### src/rtl/alu_pkg.sv
// Shared ALU operation codes and execution-unit state encoding.
package alu_pkg;
    localparam logic [3:0] ALU_AND = 4'b0000;
    localparam logic [3:0] ALU_OR  = 4'b0001;
    localparam logic [3:0] ALU_ADD = 4'b0010;
    localparam logic [3:0] ALU_XOR = 4'b0011;
    localparam logic [3:0] ALU_SLL = 4'b0100;
    localparam logic [3:0] ALU_SRL = 4'b0101;
    localparam logic [3:0] ALU_SUB = 4'b0110;
    localparam logic [3:0] ALU_SLT = 4'b0111;
    localparam logic [3:0] ALU_MUL = 4'b1000;
    localparam logic [3:0] ALU_SRA = 4'b1001;
    localparam logic [3:0] ALU_NOR = 4'b1100;

    typedef enum logic {IDLE, MUL_RUN} state_t;
endpackage

### src/rtl/alu_mul_iter.sv
// Iterative shift-add multiplier: one partial product per cycle, WIDTH cycles total.
module alu_mul_iter #(
    parameter int WIDTH = 32
) (
    input  logic             clk,
    input  logic             rst_n,
    input  logic             start,
    input  logic             run,
    input  logic             flush,
    input  logic [WIDTH-1:0] a,
    input  logic [WIDTH-1:0] b,
    output logic             done,
    output logic [WIDTH-1:0] product
);
    localparam int CW = $clog2(WIDTH);

    logic [CW-1:0]    cnt;
    logic [WIDTH-1:0] acc, mcand, mplier, acc_next;

    assign acc_next = acc + (mplier[0] ? mcand : '0);
    // The final partial product is folded in combinationally so the result lands on the done cycle.
    assign product  = acc_next;
    assign done     = run && (cnt == CW'(WIDTH - 1));

    always_ff @(posedge clk or negedge rst_n) begin
        if (!rst_n) begin
            cnt    <= '0;
            acc    <= '0;
            mcand  <= '0;
            mplier <= '0;
        end else if (flush) begin
            cnt <= '0;
        end else if (start) begin
            cnt    <= '0;
            acc    <= '0;
            mcand  <= a;
            mplier <= b;
        end else if (run) begin
            cnt    <= cnt + CW'(1);
            acc    <= acc_next;
            mcand  <= mcand << 1;
            mplier <= mplier >> 1;
        end
    end
endmodule

### src/rtl/alu_exec_unit.sv
// EX-stage execution unit: two-stage single-cycle datapath plus iterative MUL.
module alu_exec_unit
    import alu_pkg::*;
#(
    parameter int WIDTH = 32
) (
    input  logic             clk,
    input  logic             rst_n,
    input  logic             flush,
    input  logic             in_valid,
    output logic             in_ready,
    input  logic [3:0]       alu_signal,
    input  logic [WIDTH-1:0] op_a,
    input  logic [WIDTH-1:0] op_b,
    input  logic [4:0]       shamt,
    output logic             out_valid,
    output logic [WIDTH-1:0] result,
    output logic             zero,
    output logic             overflow,
    output logic             illegal_op,
    output logic             busy
);
    state_t           state;
    logic             accept, is_mul, mul_done;
    logic [WIDTH-1:0] mul_product, sum, diff, alu_res, s1_result;
    logic             alu_ovf, alu_ill, s1_valid, s1_ovf, s1_ill;

    assign in_ready = (state == IDLE) && !flush;
    assign busy     = (state == MUL_RUN);
    assign accept   = in_valid && in_ready;
    assign is_mul   = (alu_signal == ALU_MUL);
    assign sum      = op_a + op_b;
    assign diff     = op_a - op_b;

    always_comb begin
        alu_res = '0;
        alu_ovf = 1'b0;
        alu_ill = 1'b0;
        case (alu_signal)
            ALU_AND: alu_res = op_a & op_b;
            ALU_OR:  alu_res = op_a | op_b;
            ALU_XOR: alu_res = op_a ^ op_b;
            ALU_NOR: alu_res = ~(op_a | op_b);
            ALU_ADD: begin
                alu_res = sum;
                alu_ovf = (op_a[WIDTH-1] == op_b[WIDTH-1]) && (sum[WIDTH-1] != op_a[WIDTH-1]);
            end
            ALU_SUB: begin
                alu_res = diff;
                alu_ovf = (op_a[WIDTH-1] != op_b[WIDTH-1]) && (diff[WIDTH-1] != op_a[WIDTH-1]);
            end
            ALU_SLT: alu_res = {{(WIDTH-1){1'b0}}, ($signed(op_a) < $signed(op_b))};
            ALU_SLL: alu_res = op_b << shamt;
            ALU_SRL: alu_res = op_b >> shamt;
            // Vacated high bits take the sign of op_a, the shifted data comes from op_b.
            ALU_SRA: alu_res = (op_b >> shamt) |
                               ({WIDTH{op_a[WIDTH-1]}} & ~({WIDTH{1'b1}} >> shamt));
            ALU_MUL: alu_res = '0;
            default: alu_ill = 1'b1;
        endcase
    end

    alu_mul_iter #(.WIDTH(WIDTH)) u_mul (
        .clk     (clk),
        .rst_n   (rst_n),
        .start   (accept && is_mul),
        .run     (busy && !flush),
        .flush   (flush),
        .a       (op_a),
        .b       (op_b),
        .done    (mul_done),
        .product (mul_product)
    );

    always_ff @(posedge clk or negedge rst_n) begin
        if (!rst_n) begin
            state      <= IDLE;
            s1_valid   <= 1'b0;
            s1_result  <= '0;
            s1_ovf     <= 1'b0;
            s1_ill     <= 1'b0;
            out_valid  <= 1'b0;
            result     <= '0;
            zero       <= 1'b0;
            overflow   <= 1'b0;
            illegal_op <= 1'b0;
        end else begin
            out_valid <= 1'b0;
            s1_valid  <= 1'b0;
            if (flush) begin
                // Squashes both an in-flight MUL and a staged single-cycle op.
                state <= IDLE;
            end else begin
                if (s1_valid) begin
                    out_valid  <= 1'b1;
                    result     <= s1_result;
                    zero       <= (s1_result == '0);
                    overflow   <= s1_ovf;
                    illegal_op <= s1_ill;
                end
                if (mul_done) begin
                    state      <= IDLE;
                    out_valid  <= 1'b1;
                    result     <= mul_product;
                    zero       <= (mul_product == '0);
                    overflow   <= 1'b0;
                    illegal_op <= 1'b0;
                end
                if (accept) begin
                    if (is_mul) begin
                        state <= MUL_RUN;
                    end else begin
                        s1_valid  <= 1'b1;
                        s1_result <= alu_res;
                        s1_ovf    <= alu_ovf;
                        s1_ill    <= alu_ill;
                    end
                end
            end
        end
    end
endmodule

### config.mk
export PLATFORM = sky130hd
export DESIGN_NAME = alu_exec_unit
export DESIGN_NICKNAME = d
export VERILOG_FILES = /design/src/rtl/alu_pkg.sv /design/src/rtl/alu_mul_iter.sv /design/src/rtl/alu_exec_unit.sv
export SDC_FILE = /design/constraint.sdc
export NUM_CORES = 1
export LEC_CHECK = 0
export CAP_MARGIN = 30
export CORE_MARGIN = 5
export CORE_UTILIZATION = 49
export DETAILED_ROUTE_END_ITERATION = 7
export HOLD_SLACK_MARGIN = 0.08
export PLACE_DENSITY = 0.68
export SYNTH_ARGS = -nofsm -noshare
export SYNTH_HDL_FRONTEND = slang
export SYNTH_SLANG_ARGS = --single-unit
### constraint.sdc
create_clock -name clk -period 3.64 [get_ports clk]
set_input_delay 1.092 -clock clk [delete_from_list [all_inputs] [get_ports clk]]
set_output_delay 1.092 -clock clk [all_outputs]
set_load 0.05 [all_outputs]
### Word level (Yosys, flattened, before mapping)

Index checks and enable logic that the tools add are counted.

| storage, ports and cells | value |
|---|---|
| bits in registers | 173 |
| bits of input ports | 77 |
| word-level logic and storage cells | 96 |

| operators by class | value |
|---|---|
| add/subtract/negate cells | 4 |
| magnitude comparators | 1 |
| equality and inequality tests | 15 |
| shifts and indexed selects | 3 |
| mux-type cells | 31 |
| bitwise operators | 10 |
| reductions and logical operators | 18 |

Operator list:

| kind | count |
|---|---|
| case mux 32 bit (10 select lines) | 1 |
| 2-to-1 mux 32 bit | 9 |
| adder 32 bit | 2 |
| AND 32 bit | 2 |
| zero test 32 bit | 2 |
| inverter 32 bit | 2 |
| bitwise OR 32 bit | 2 |
| less-than comparator 32 bit | 1 |
| left shift 32 x 5 -> 32 bit | 1 |
| >> shifter 32 x 5 -> 32 bit | 1 |
| >> shifter 32 x 5 -> 32 bit (first input constant) | 1 |
| subtractor 32 bit | 1 |
| XOR 32 bit | 1 |
| 2-to-1 mux 1 bit | 17 |
| equality test 4 x 3 -> 1 bit (second input constant) | 4 |
| 2-to-1 mux 5 bit | 3 |
| equality test 4 bit (second input constant) | 3 |
| OR reduction 10 bit | 1 |
| equality test 4 x 2 -> 1 bit (second input constant) | 2 |
| logical AND 1 bit | 7 |
| adder 5 x 1 -> 5 bit (second input constant) | 1 |
| equality test 5 bit (second input constant) | 1 |
| equality test 4 x 1 -> 1 bit (second input constant) | 1 |
| zero test 4 bit | 1 |
| other kinds (9) | 15 |

### Logic depth before layout (Yosys ltp)

Gate-level depths: netlist of the first run.

| logic depth | value |
|---|---|
| depth after elaboration | 7 |
| gate-level depth with buffers | 14 |

### Hierarchy

A second synthesis of the first run with hierarchy kept.

| second synthesis, totals | value |
|---|---|
| cells, all modules | 2267 |
| area, all modules | 18467.7 sq um |

By module, submodules not included:

| module | times used | cells each | area an instance (sq um) | seq. area each (sq um) |
|---|---|---|---|---|
| alu_exec_unit | 1 | 1592 | 12047.8 | 1801.7 |
| alu_mul_iter | 1 | 675 | 6419.9 | 2527.4 |

### Least setup slack after synthesis of the first run

Ideal clock, no wire load.

| timing path | value |
|---|---|
| path kind | input port to flip-flop |
| start point | in op_b[7] |
| end point | reg s1_result[22] |
| library setup time | 135 ps |
| data arrival time | 3717 ps |
| required time | 3505 ps |
| slack | -211 ps |
| cell stages on the path | 13 |
| path buffers | 2 |
| cells stage by stage | clkbuf_1 inv_1 ha_1 buf_2 nor2b_1 a2111oi_0 nand3_1 a221oi_1 o41ai_1 nor2b_1 nor2_1 a2111oi_0 o31ai_1 |

| on the way | value |
|---|---|
| longest elaborated chain between the ends | 3 |
| elaborated cells on any way between the ends | 6 |

RTL lines:

| element | line | text |
|---|---|---|
| start, declared | alu_exec_unit.sv:14 | `input logic [WIDTH-1:0] op_b,` |
| branches (longest 2 deep; another with subtractor 32 bit) | - |  |
| case mux 32 bit (10 select lines) * | alu_exec_unit.sv:39 | `case (alu_signal)` |
| end signal, assigned | alu_exec_unit.sv:114 | `s1_result <= alu_res;` |
| end, declared | alu_exec_unit.sv:25 | `logic [WIDTH-1:0] mul_product, sum, diff, alu_res, s1_result;` |

Mark *: on every way between the ends.
A chain may end at the register's enable or synchronous reset.

### Worst setup path after layout of the first run

| timing path | value |
|---|---|
| start point | reg u_mul.mplier[0] |
| end point | reg zero |

| on the way | value |
|---|---|
| longest elaborated chain between the ends | 4 |

RTL lines:

| element | line | text |
|---|---|---|
| start, declared | alu_mul_iter.sv:18 | `logic [WIDTH-1:0] acc, mcand, mplier, acc_next;` |
| start signal, assigned | alu_mul_iter.sv:42 | `mplier <= mplier >> 1;` |
| 2-to-1 mux 32 bit | alu_mul_iter.sv:20 | `assign acc_next = acc + (mplier[0] ? mcand : '0);` |
| adder 32 bit | alu_mul_iter.sv:20 |  |
| zero test 32 bit | alu_exec_unit.sv:105 | `zero <= (mul_product == '0);` |
| 2-to-1 mux 1 bit | alu_exec_unit.sv:101 | `if (mul_done) begin` |
| end signal, assigned | alu_exec_unit.sv:97 | `zero <= (s1_result == '0);` |
| end signal, assigned | alu_exec_unit.sv:105 |  |
| end, declared | alu_exec_unit.sv:18 | `output logic zero,` |

No other way between the ends.

==> flow_summary.toml, run 1 <==
[critical_path]
worst_ep_arrival_time_ps = 4000
cp_common_cell = "buf_4"
cp-end-kind = "register"
path_class = "reg2reg"
path_cells = "buf_6 > and2_1 > ha_1 > a21oi_1 > o2bb2ai_2 > a32o_2 > a21oi_2 > buf_4 > a21oi_2 > xnor2_1 > buf_4 > nand4_1 > nor4b_2 > buf_4 > nand4_1 > o21ai_1"
cp_max_fo = 17
critPathMaxStageDelay_ps = 450
crit_path_start_kind = "register"
crit_slowest_cell = "dfrtp_2"
cp.required_ps = 4020

[cells_and_area]
drive_above_1_share = 0.311
ff_latch_area_um2 = 4330
area_delta_synth_final_pct = 41.5
most-common-layout-cells = "601 x buf_4, 311 x nand2_1, 250 x nor2_1"
layout_commonest_cell = "buf_4"
num_antenna_cells = 0
multi_input_area_um2 = 13300
final_area_um2 = 25400
fill_cells = 3035
nNetsFinal = 3132

[run]
cap_violations = 0

[routing]
via_count = 21700
remaining_drc_errors = 0
first_iter_violations = 2680
ant_nets = 0
viasPerCell = 6.38
wl_per_cell_um = 24.5
first_pass_iters = 6
wirelength_um = 83200

[power]
ir_drop_v = 0.000359
power.density_nw_per_um2 = 375
leakagePower_nw = 12.1

[synthesis]
synth-async-reset-ratio = 1.00
avgSynthCellArea_um2 = 7.68
yosysWarnings = 0
synth-adder-area-share = 0.0961
yosysTopAreaCell = "dfrtp_1"
synth_compound_area_frac = 0.267
synth_top_family_by_area = "compound AO/OA/AOI/OAI gates"
postSynthCellCount = 2334
synth-edff-count = 0
synth_nets = 2547
yosys.area_share.simple = 0.206
synth_cell_types = 79
synth_area_leaders = "dfrtp_1 24%, ha_1 9.3%, nand2_1 6.5%"
netlist_area_um2 = 17900
yosys.area_share.xor_xnor = 0.0176
ys_ff_latch = 173
ys.flop_type = "dfrtp_1"
synth_top_area_share = 0.241
synth_mux_area_frac = 0.111
yosysSeqAreaShare = 0.241

[cts]
cts_tree = "done"
htreeDepth = 4
root_buffer = "clkbuf_16"
cts_buffer_depth = 2
numCtsBuffers = 17
clock-sinks = 173
path_clk_slew_ps = 80
holdBufCountCts = 0
clk_latency_ps = 460

[sta]
period_share = 0.995
hold_slack_ps = 508
hold_viol_final = 0
final-max-slew-violation-count = 0
finalSetupViolCount = 0
finalSetupTns_ps = 0
max_slew_margin = 0.371
fmax_ghz = 0.276
rsz0062_at_grt = "yes"
worst_slew_pin_slew_ps = 943
layout_min_cycle_time_ps = 3620
skew_ps = 11.6

[placement]
place_area_um2 = 23800
port-buffer-count = 114
gp_congestion = 1.08
hpwl_um = 66000

[floorplanning]
dieArea_um2 = 40500
design.core.area_um2 = 36300
floorplan.initialDensity = 0.493
pin_count = 115
rows = 70
die_h_um = 201
die_w_um = 201

[hold_path]
min-delay-path-class = "reg2reg"

[outcome]
status = "completed"

[global_routing]
grt_start_max_net_pins = 73
grt_pass1_vias = 20800
grt_usage = 0.396
gr-total-overflow = 0
antenna_found_initial = 1
grt_pass1_wl_um = 125000
-- registers in the layout, indices dropped and copies added (netlist names) --
signal	cells
busy	1
illegal_op	1
out_valid	1
overflow	1
result	32
s1_ill	1
s1_ovf	1
s1_result	32
s1_valid	1
u_mul.acc	32
u_mul.cnt	5
u_mul.mcand	32
u_mul.mplier	32
zero	1
-- worst paths after layout --
path                       slack [ps]  depth (start not counted)        startpoint          endpoint
max reg2reg                        20                         16   u_mul.mplier[0]              zero
max in group asynchronous        2190                          2             rst_n         out_valid
min reg2reg                       510                          2  u_mul.mplier[31]  u_mul.mplier[31]
min in group asynchronous         650                          1             rst_n      u_mul.acc[2]
min                               510                          2  u_mul.mplier[31]  u_mul.mplier[31]
max                                20                         16   u_mul.mplier[0]              zero
-- power by group --
| group | total, mW | switching, mW | internal (mW) | leakage (nW) |
|---|---|---|---|---|
| Combinational | 4.82 | 2.61 | 2.20 | 9.57 |
| Clock | 2.01 | 0.950 | 1.06 | 0.301 |
| Sequential | 2.69 | 0.348 | 2.34 | 2.25 |
-- Yosys cell counts (all sizes together), types with 5 or more instances --
library cell,number
o21bai,26
nand2b,19
o31ai,14
a21o,37
nand3,73
xor2,10
a311oi,5
buf,37
o311ai,9
o22ai,21
mux2i,61
inv,107
or2,9
nand4,18
and3,11
dfrtp,173
o221ai,14
a31oi,81
a221o,14
clkbuf,137
xnor2,26
o211a,5
nor2,257
and2,47
o21a,12
nor3,27
and4,6
a2111oi,8
o21ai,165
a22oi,8
ha,133
or3,8
nor2b,18
nand2,311
a221oi,41
mux2,32
a21oi,184
nor4,19
o211ai,19
o2111ai,11
mux4,45
a22o,7
a211oi,19
-- stage by stage --
stage	cells	worst slack (ps)	total power, mW	util
3_5_place_dp	3350	-964	7.17	0.655
3_3_place_gp	3350	-1020	7.05	0.655
2_1_floorplan	2334	19.9	4.94	-
4_1_cts	3390	-18.2	9.32	0.686
5_1_grt	3400	-86.0	9.98	0.698
6_report	3400	19.5	9.52	0.698
-- metal layers --
metal  global-route usage  vias up  wire, µm
li1                     -     9669         -
met1                0.532    10400     33000
met2                0.611     1382     36900
met3               0.0751      280      8070
met4                0.202        2      5210
met5                    0        -        19
-- layout make-up --
| type | instances | share of cell area |
|---|---|---|
| Clock buffer | 18 | 0.0173 |
| Multi-Input combinational cell | 1880 | 0.526 |
| Tap cell | 468 | 0.0231 |
| Timing Repair Buffer | 740 | 0.240 |
| Clock inverter | 14 | 0.00690 |
| Inverter | 107 | 0.0158 |
| Sequential cell | 173 | 0.171 |
-- kinds of logic (layout without fill, tap and decap cells) --
| kind of cell | count (synthesis) | after routing |
|---|---|---|
| xor gates and xnor gates | 36 | 36 |
| buffers and inverters | 281 | 879 |
| AOI/OAI and AO/OA | 739 | 739 |
| DFF | 173 | 173 |
| adders and majority gates | 136 | 136 |
| and+or+nand+nor | 831 | 831 |
| muxes | 138 | 138 |
-- critical path: cells and delay by family, from the launching register on --
family / cells / cell delay, ps
compound gates: 6 / 1210
simple gates: 4 / 740
buf+inv: 4 / 640
flops: 1 / 450
fa+ha+maj: 1 / 360
xor+xnor: 1 / 140
-- repair_timing --
| action | 4_1_cts | 5_1_grt |
|---|---|---|
| setup buffers | 8 | 11 |
| pin swaps | 27 | 37 |
| endpoints found under the setup margin | 24 | 27 |
| gates resized for setup | 121 | 112 |
No activity file was read; power rests on OpenSTA's default activity.
==> inputs of run 2 (changes only) <==
--- a/config.mk
+++ b/config.mk
@@ -6,6 +6,7 @@
 export NUM_CORES = 1
 export LEC_CHECK = 0
 export CAP_MARGIN = 30
+export CORE_ASPECT_RATIO = 0.75
 export CORE_MARGIN = 5
 export CORE_UTILIZATION = 49
 export DETAILED_ROUTE_END_ITERATION = 7
==> run 2 against run 1 <==
Clock-buffer cell count unchanged. Non-clock buffer count fell by 20. The flow now finishes with violations (setup timing). Critical path depth is 3 lower. Sequential cell count stayed put. Worst setup slack worse by 69 ps. Register-to-register slack gained 80 ps. Critical endpoint is now s1_result[24]. Sequential share of layout area increased by 0.062 points. Clock power decreased by 2%. Sequential power is essentially flat. Highest routed layer unchanged.
==> flow_summary.toml, run 2 (synthesis gave the netlist of run 1 again) <==
[critical_path]
worst_ep_arrival_time_ps = 4050
reg2reg_depth = 15
cp_max_fo = 3
cp_num_buf_inv = 4
cp.required_ps = 4000
path_class = "in2reg"
crit_path_start_kind = "primary input"
crit_slowest_cell = "fa_2"
critPathMaxStageDelay_ps = 370
worst_r2r_endpoint = "zero"
reg2reg_from = "u_mul.mplier[0]"
cp-end-kind = "register"
rrSetupSlack_ps = 100
path_cells = "dlygate4sd2_1 > inv_2 > fa_2 > inv_1 > a21oi_1 > o211ai_1 > a41o_1 > a311oi_4 > o31a_1 > buf_4 > a2111oi_4 > a21oi_2 > a221o_1"
cp_top_family = "compound AO/OA/AOI/OAI gates"

[hold_path]
min-delay-path-class = "reg2reg"
hold_start = "u_mul.mplier[31]"
holdPathEnd = "u_mul.mplier[31]"
holdPathStages = 2

[routing]
first_pass_iters = 6
ant_nets = 0
wl_per_cell_um = 25.6
wirelength_um = 86400
via_count = 22200
viasPerCell = 6.56
remaining_drc_errors = 0
first_iter_violations = 2911

[cells_and_area]
num_antenna_cells = 0
most-common-layout-cells = "577 x buf_4, 309 x nand2_1, 252 x nor2_1"
area_delta_synth_final_pct = 40.9
drive_above_1_share = 0.306
layout_commonest_cell = "buf_4"
fin_util = 0.701
nNetsFinal = 3112

[global_routing]
grt_start_max_net_pins = 59
grt.busiest_layer = "met2"
grt_use_met1 = 0.592
grt_pass1_vias = 20700
antenna_found_initial = 2
gr-total-overflow = 0
grt_usage = 0.407
grt.met3_usage = 0.0986
use_met2 = 0.598
grt_pass1_wl_um = 128000

[sta]
max_slew_margin = 0.455
hold_viol_final = 0
skew_ps = 20.7
finalSetupViolCount = 2
layout_min_cycle_time_ps = 3690
finalSetupTns_ps = -67.6
final-max-slew-violation-count = 0
fmax_ghz = 0.271
rsz0062_at_grt = "yes"
worst_slew_pin_slew_ps = 811
layout_setup_ws_ps = -49.4
period_share = 1.01

[cts]
holdBufCountCts = 0
numCtsBuffers = 17
root_buffer = "clkbuf_16"
path_clk_slew_ps = 100
clock-sinks = 173
htreeDepth = 4
cts_tree = "done"
clk_latency_ps = 470
cts_buffer_depth = 2

[floorplanning]
pin_count = 115
rows = 60
design.core.area_um2 = 36000
floorplan.initialDensity = 0.498
die_w_um = 231
dieArea_um2 = 40600
die_h_um = 176

[placement]
gp_congestion = 1.05
hpwl_um = 68100
port-buffer-count = 114

[power]
power.density_nw_per_um2 = 377
leakagePower_nw = 12.0
ir_drop_v = 0.000318

[run]
cap_violations = 0

[outcome]
failed_checks = "setup timing"
status = "complete, but fails checks"
run 2: cell types whose count changed in the layout (fill, tap and decap cells not counted), moves of 4 or more:
cell and change:
buf_6 +4, o21ai_0 -5, buf_4 -24, o21ai_1 +5
clkbuf_2 -6, ha_1 -5, ha_4 +4
run 2: worst max path at each step:
stage	endpoint	cells past startpoint	startpoint	slack (ps)
4_1_cts	s1_result[29]	13	op_b[10]	-4
5_1_grt	zero	17	u_mul.mplier[0]	-60
6_report	s1_result[24]	13	op_b[1]	-50
2_1_floorplan	s1_result[24]	14	op_b[7]	20
3_3_place_gp	s1_result[24]	13	op_b[9]	-870
3_5_place_dp	s1_result[22]	12	op_b[9]	-1000
run 2: layout make-up:
cell class	instances	area, µm²
well taps	465	582
clock inverters	14	165
multi-input cells	1880	13400
inverters	107	402
flip-flops and latches	173	4330
fillers	2920	10800
repair buffers	720	5980
clock buffers	18	439
run 2: per-layer routing:
metal,part of all wire,wire [µm]
met5,0.00031,27
met4,0.044,3790
met3,0.12,10300
met2,0.42,36200
met1,0.42,36100
run 2: where the power goes:
group	switching, mW	total [mW]	internal (mW)
Sequential	0.346	2.69	2.34
Combinational	2.71	4.88	2.17
Clock	1.02	1.97	0.949
Total	4.07	9.54	5.46
run 2: what timing repair did:
| item | in CTS | in global routing |
|---|---|---|
| pin swaps | 19 | 51 |
| gates resized for setup | 122 | 120 |
| buffers inserted | 9 | 11 |
| endpoints found under the setup margin | 24 | 29 |
run 2: stage by stage:
| step | cells | total power [mW] | setup slack (ps) | hold slack, ps | cell area [µm²] |
|---|---|---|---|---|---|
| after floorplan | 2334 | 4.94 | 19.9 | 464 | 18000 |
| after global placement | 3325 | 7.01 | -875 | 488 | 23600 |
| after detailed placement | 3325 | 7.14 | -997 | 500 | 23600 |
| after CTS | 3366 | 9.21 | -3.63 | 518 | 24700 |
| after global routing | 3377 | 9.93 | -64.8 | 535 | 25300 |
| final | 3377 | 9.54 | -49.4 | 516 | 25300 |
run 2: tightest hold or removal path, delay by kind of cell (launching register included):
kind / cells / cell delay, ps
AND/OR/NAND/NOR: 1 / 70
flip-flops: 1 / 350
AO/OA/AOI/OAI: 1 / 70
==> edit 1: new RTL, settings of run 2 <==
Put one more register stage on the output `overflow`, with the module's reset. The value now appears one clock later. The other outputs are not delayed to match.
--- a/src/rtl/alu_exec_unit.sv
+++ b/src/rtl/alu_exec_unit.sv
@@ -20,6 +20,8 @@
     output logic             illegal_op,
     output logic             busy
 );
+
+    logic overflow_s0;
     state_t           state;
     logic             accept, is_mul, mul_done;
     logic [WIDTH-1:0] mul_product, sum, diff, alu_res, s1_result;
@@ -82,7 +84,7 @@
             out_valid  <= 1'b0;
             result     <= '0;
             zero       <= 1'b0;
-            overflow   <= 1'b0;
+            overflow_s0 <= 1'b0;
             illegal_op <= 1'b0;
         end else begin
             out_valid <= 1'b0;
@@ -95,7 +97,7 @@
                     out_valid  <= 1'b1;
                     result     <= s1_result;
                     zero       <= (s1_result == '0);
-                    overflow   <= s1_ovf;
+                    overflow_s0 <= s1_ovf;
                     illegal_op <= s1_ill;
                 end
                 if (mul_done) begin
@@ -103,7 +105,7 @@
                     out_valid  <= 1'b1;
                     result     <= mul_product;
                     zero       <= (mul_product == '0);
-                    overflow   <= 1'b0;
+                    overflow_s0 <= 1'b0;
                     illegal_op <= 1'b0;
                 end
                 if (accept) begin
@@ -119,5 +121,13 @@
             end
         end
     end
+    always_ff @(posedge clk or negedge rst_n) begin
+        if (!rst_n) begin
+            overflow <= '0;
+        end else begin
+            overflow <= overflow_s0;
+        end
+    end
+
 endmodule
 
Function: changed (a bounded check fails within 4 cycles, from zero or initial values and one cycle with rst_n low).
==> edit 1 against run 2 <==
- the flow still finishes with violations (setup timing)
- fmax rose by 1.2%
- design area rose by 0.20%
- cell count rose by 0.59%
- power rose by 0.28%
- sequential power barely moved
- critical path depth rose by 4
- worst setup slack improved by 45 ps
- synthesized area rose by 0.14%
- sequential share of layout area rose by 0.069 points
- non-clock buffer count rose by 18
- sequential cell count rose by 1
- routed wire length fell by 1.5%
- critical endpoint is now zero
- highest routed layer unchanged
==> edit 1: results (changes against run 2) <==
Setup path
  – Worst Setup EP: zero
  – Worst reg2reg path depth: 17 (+2)
  – CP arrival: 4040 ps (about the same)
  – CP Max Fanout: 18 (+15)
  – Launch point of the worst path: u_mul.mplier[0]

Timing
  – Final worst setup slack: -4.07 ps (+45.3 ps)
  – Clk_skew: 19.4 ps (-1.23 ps)
  – Total Negative Setup Slacks: -4.07 ps (+63.5 ps)
  – Setup-failing EPs final: 1 (-1)
  – Slew margin rel.: 0.401 (-0.0545)

Synth
  – Synth top area cells: dfrtp_1 (24%), ha_1 (9.3%), nand2_1 (6.5%), mux4_2 (5.4%), nor2_1 (5.4%)
  – Syn nets: 2548 (+0.039%)
  – Async S/R FF share, synth: 1.00 (unchanged)
  – EDFF count, synth: 0 (unchanged)
  – Most instantiated cells after synthesis: nand2_1 (311), nor2_1 (257), a21oi_1 (184)
  – Register area share after synthesis: 0.242 (+0.00106)

GRT
  – Vias in the first global route: 20700 (-0.14%)
  – First-pass GRT wire length: 125000 um (-1.7%)
  – Antenna violations before repair: 3 (+1)
  – Tot GR Track Use: 0.400 (-0.00728)
  – Largest net degree at the start of global routing: 102 (+73%)

Cells and area
  – Fill count: 2896 (-0.82%)
  – Final nets: 3131 (+0.61%)
  – Layout cell share with drive strength beyond 1: 0.307 (+0.00109)

CTS
  – Clk pin slew, worst setup/hold paths: 80 ps (-20 ps)

Routing
  – Vias: 21900 (-1.1%)
  – Average wire per standard cell: 25.1 um (-2.0%)
  – DR pass1 iterations: 8 (+2)
  – Initial drt markers: 2923 (+0.41%)

Place
  – Detail Placement HPWL: 67100 um (-1.6%)
  – Gpl congestion: 1.06 (+0.67%)

Outcome
  – Status: finished with violations
  – Violated checks: setup timing

Power and ir drop
  – Leakage power: 12.1 nW (+0.51%)
## edit 1: cell types whose count changed in the layout (fill, tap and decap cells not counted), moves of 4 or more
cell	before	now
ha_2	6	10
buf_12	20	16
inv_2	21	17
ha_4	23	17
inv_8	6	2
buf_4	577	598
o21ai_0	136	141
inv_1	86	90
o21ai_1	24	19
## edit 1: timing repair
item | in CTS | in global routing
hold endpoints to repair | 0 | 0
setup endpoints to repair | 25 | 25
buffers inserted | 8 | 15
gates resized for setup | 111 | 113
pin swaps | 33 | 50
## edit 1: layout make-up
class	count	area [um^2]	share of cell area
tap	465	582	0.0230
inverter	107	402	0.0159
multi-input combinational	1880	13300	0.525
timing repair buffer	738	6060	0.239
antenna	1	2.50	0.0000988
clock inverter	15	196	0.00776
sequential	174	4360	0.172
clock buffer	17	425	0.0168
## edit 1: worst min path at each step
stage	start	end	slack [ps]	depth (start not counted)
finish	overflow_s0	overflow	500	0
global route	overflow_s0	overflow	510	0
detailed placement	overflow_s0	overflow	460	0
floorplan	overflow_s0	overflow	350	0
global placement	overflow_s0	overflow	450	0
CTS	overflow_s0	overflow	480	0
## edit 1: worst max-delay path, stage by stage, from the launching register on
cell	delay (ps)
dfrtp_2	470
buf_6	180
buf_4	190
and2_1	180
ha_1	320
and4_4	240
o211a_1	180
a32o_2	240
a21oi_2	60
buf_4	150
a21oi_2	170
xnor2_1	140
buf_4	160
nand4_1	160
nor4b_4	330
buf_4	160
nand4_1	80
o21ai_1	150
## edit 1: kinds of logic after synthesis
logic type | synth area share
AND/OR/NAND/NOR | 0.205
AO/OA/AOI/OAI | 0.267
buffers and inverters | 0.0611
flip-flops | 0.242
multiplexers | 0.111
adder cells (fa/ha/maj) | 0.0960
XOR/XNOR | 0.0176
## edit 1: report_power, final
| part | leakage [nW] | switching [mW] | internal, mW | total, mW |
|---|---|---|---|---|
| logic | 9.52 | 2.68 | 2.21 | 4.89 |
| registers | 2.26 | 0.345 | 2.35 | 2.70 |
| clock network | 0.299 | 1.04 | 0.940 | 1.98 |
## edit 1: layer usage
metal,vias to the layer above,GRT usage,part of all wire
li1,9666,-,-
met2,1431,0.594,0.42
met1,10600,0.578,0.42
met3,224,0.0949,0.12
met4,4,0.124,0.040
met5,-,0,0.00040
## edit 1: per-stage QoR
stage | cells | total power [mW] | instance area (um^2) | worst slack, ps | hold WS (ps)
5_1_grt | 3396 | 9.97 | 25300 | -106 | 508
3_3_place_gp | 3341 | 7.07 | 23700 | -909 | 446
2_1_floorplan | 2335 | 4.95 | 18000 | 19.9 | 353
6_report | 3397 | 9.57 | 25300 | -4.07 | 497
3_5_place_dp | 3341 | 7.19 | 23700 | -962 | 456
4_1_cts | 3381 | 9.29 | 24800 | -0.981 | 477
==> edit 2: new RTL, flow settings as in run 2 <==
Without the edit above. Reset style: synchronous (`rst_n`), changed in 2 clocked blocks.
--- a/src/rtl/alu_mul_iter.sv
+++ b/src/rtl/alu_mul_iter.sv
@@ -22,7 +22,7 @@
     assign product  = acc_next;
     assign done     = run && (cnt == CW'(WIDTH - 1));
 
-    always_ff @(posedge clk or negedge rst_n) begin
+    always_ff @(posedge clk) begin
         if (!rst_n) begin
             cnt    <= '0;
             acc    <= '0;
--- a/src/rtl/alu_exec_unit.sv
+++ b/src/rtl/alu_exec_unit.sv
@@ -72,7 +72,7 @@
         .product (mul_product)
     );
 
-    always_ff @(posedge clk or negedge rst_n) begin
+    always_ff @(posedge clk) begin
         if (!rst_n) begin
             state      <= IDLE;
             s1_valid   <= 1'b0;
Check against the original RTL: differs if rst_n is asserted again (counterexample within 4 cycles, from zero or initial values and one cycle with rst_n low); with rst_n held inactive, the same outputs for 4 cycles.
==> edit 2 against run 2 <==
- the flow still finishes with violations (setup timing)
- die area fell by 4.3%
- power decreased by 32%
- sequential cell count stayed put
- worst setup slack lost 330 ps
- design area is 3.6% lower
- routed wire length fell by 1.5%
- synthesized area shrank 4.5%
- count of clock-buffer cells in the layout fell by 1
==> edit 2: results (changes against run 2) <==
Outcome
  – Status: finished with violations
  – Violated checks: setup timing

Power and ir drop
  – VDD IR max: 0.342 mV (+7.7%)
  – Leakage power: 11.5 nW (-4.2%)

Place
  – Gpl congestion: 1.06 (+1.0%)
  – Detail Placement HPWL: 65900 um (-3.3%)
  – Pre-CTS WS: -1010 ps (-17.6 ps)
  – Placed instance count: 3305 (-0.60%)

Setup path
  – CP arrival: 4380 ps (+330 ps)
  – Worst reg2reg path depth: 16 (+1)
  – Critical path's slowest cell: a2111o_1
  – Slowest stage delay, CP: 500 ps (+130 ps)
  – Worst R2R End: zero
  – Reg2reg start: u_mul.mplier[0]

Synth
  – Synth top area cells: dfxtp_1 (20%), ha_1 (9.7%), mux2i_1 (7.1%), nand2_1 (6.4%), a21oi_1 (5.3%)
  – Register area share after synthesis: 0.202 (-0.0392)
  – Most instantiated cells after synthesis: nand2_1 (294), a21oi_1 (182), dfxtp_1 (173)
  – Mux cell area share after synthesis: 0.0858 (-0.0253)
  – Syn nets: 2558 (+0.43%)
  – Synth Flop Type: dfxtp_1

GRT
  – Tot GR Track Use: 0.414 (+0.00657)
  – Met1 usage: 0.580 (-0.0114)
  – Largest net degree at the start of global routing: 151 (+160%)
  – Antenna violations before repair: 3 (+1)
  – Grt met3 use: 0.0976 (-0.000988)
  – Vias in the first global route: 20100 (-3.0%)

Timing
  – Total Negative Setup Slacks: -1150 ps (-1090 ps)
  – Clk_skew: 20.5 ps (-0.161 ps)
  – Setup-failing EPs final: 8 (+6)
  – Final worst setup slack: -378 ps (-328 ps)

Hold path
  – Hold_sp: u_mul.mcand[13]
  – Worst Hold End: u_mul.mcand[13]

Cells and area
  – Layout Cells excl Fill: 3362 (-0.44%)
  – Layout buffer count excluding clock buffers: 712 (-1.1%)
  – Multi-input combinational area share: 0.554 (+0.0244)
  – Fill count: 2854 (-2.3%)
  – Utilization after layout: 0.704 (+0.00253)
  – Layout cell share with drive strength beyond 1: 0.291 (-0.0144)
  – Clkbuf count: 17 (-1)
  – Final nets: 3105 (-0.22%)
  – Multi-input gate area: 0.0135 mm^2 (+0.87%)

Routing
  – Initial drt markers: 3043 (+4.5%)
  – Met3 wire length: 9960 um (-3.6%)
  – WL final: 85200 um (-1.5%)
  – Vias/cell: 6.39 (-2.6%)
-- edit 2: changes by cell type after synthesis, moves of 49 or more --
cell | run 2 | this run
a21boi_0 | 1 | 58
a31oi_1 | 81 | 10
dfrtp_1 | 173 | 0
dfxtp_1 | 0 | 173
mux2i_1 | 61 | 122
nor2_1 | 257 | 169
o211a_1 | 5 | 54
-- edit 2: cells by family (layout without fill, tap and decap cells) --
logic type,count (synthesis),count (layout)
adders and majority gates,136,136
AOI/OAI and AO/OA,775,775
DFF,173,173
muxes,137,137
and+or+nand+nor,769,769
xor gates and xnor gates,64,64
buffers and inverters,291,851
-- edit 2: power by group through the flow --
| stage | sequential [mW] | combinational [mW] | clock [mW] |
|---|---|---|---|
| floorplan | 1.97 | 1.05 | 0 |
| global placement | 1.98 | 2.22 | 0 |
| detailed placement | 1.98 | 2.24 | 0 |
| CTS | 1.94 | 2.33 | 2.04 |
| global route | 1.94 | 2.59 | 2.12 |
| finish | 1.94 | 2.49 | 2.04 |
-- edit 2: repair_timing --
| action | in CTS | in global routing |
|---|---|---|
| resized for setup | 134 | 159 |
| hold endpoints to repair | 0 | 0 |
| hold buffers | 0 | 0 |
| endpoints found under the setup margin | 34 | 37 |
| pin swaps | 44 | 85 |
| setup buffers | 13 | 18 |
-- edit 2: worst max path at each step --
stage / startpoint / to / slack (ps) / depth (start not counted)
6_report: u_mul.mplier[0] / zero / -380 / 16
5_1_grt: u_mul.mplier[0] / zero / -530 / 16
4_1_cts: op_b[6] / s1_result[27] / -230 / 15
3_5_place_dp: op_b[6] / s1_result[29] / -1010 / 15
3_3_place_gp: op_b[6] / s1_result[27] / -960 / 15
2_1_floorplan: op_b[6] / s1_result[27] / -200 / 14
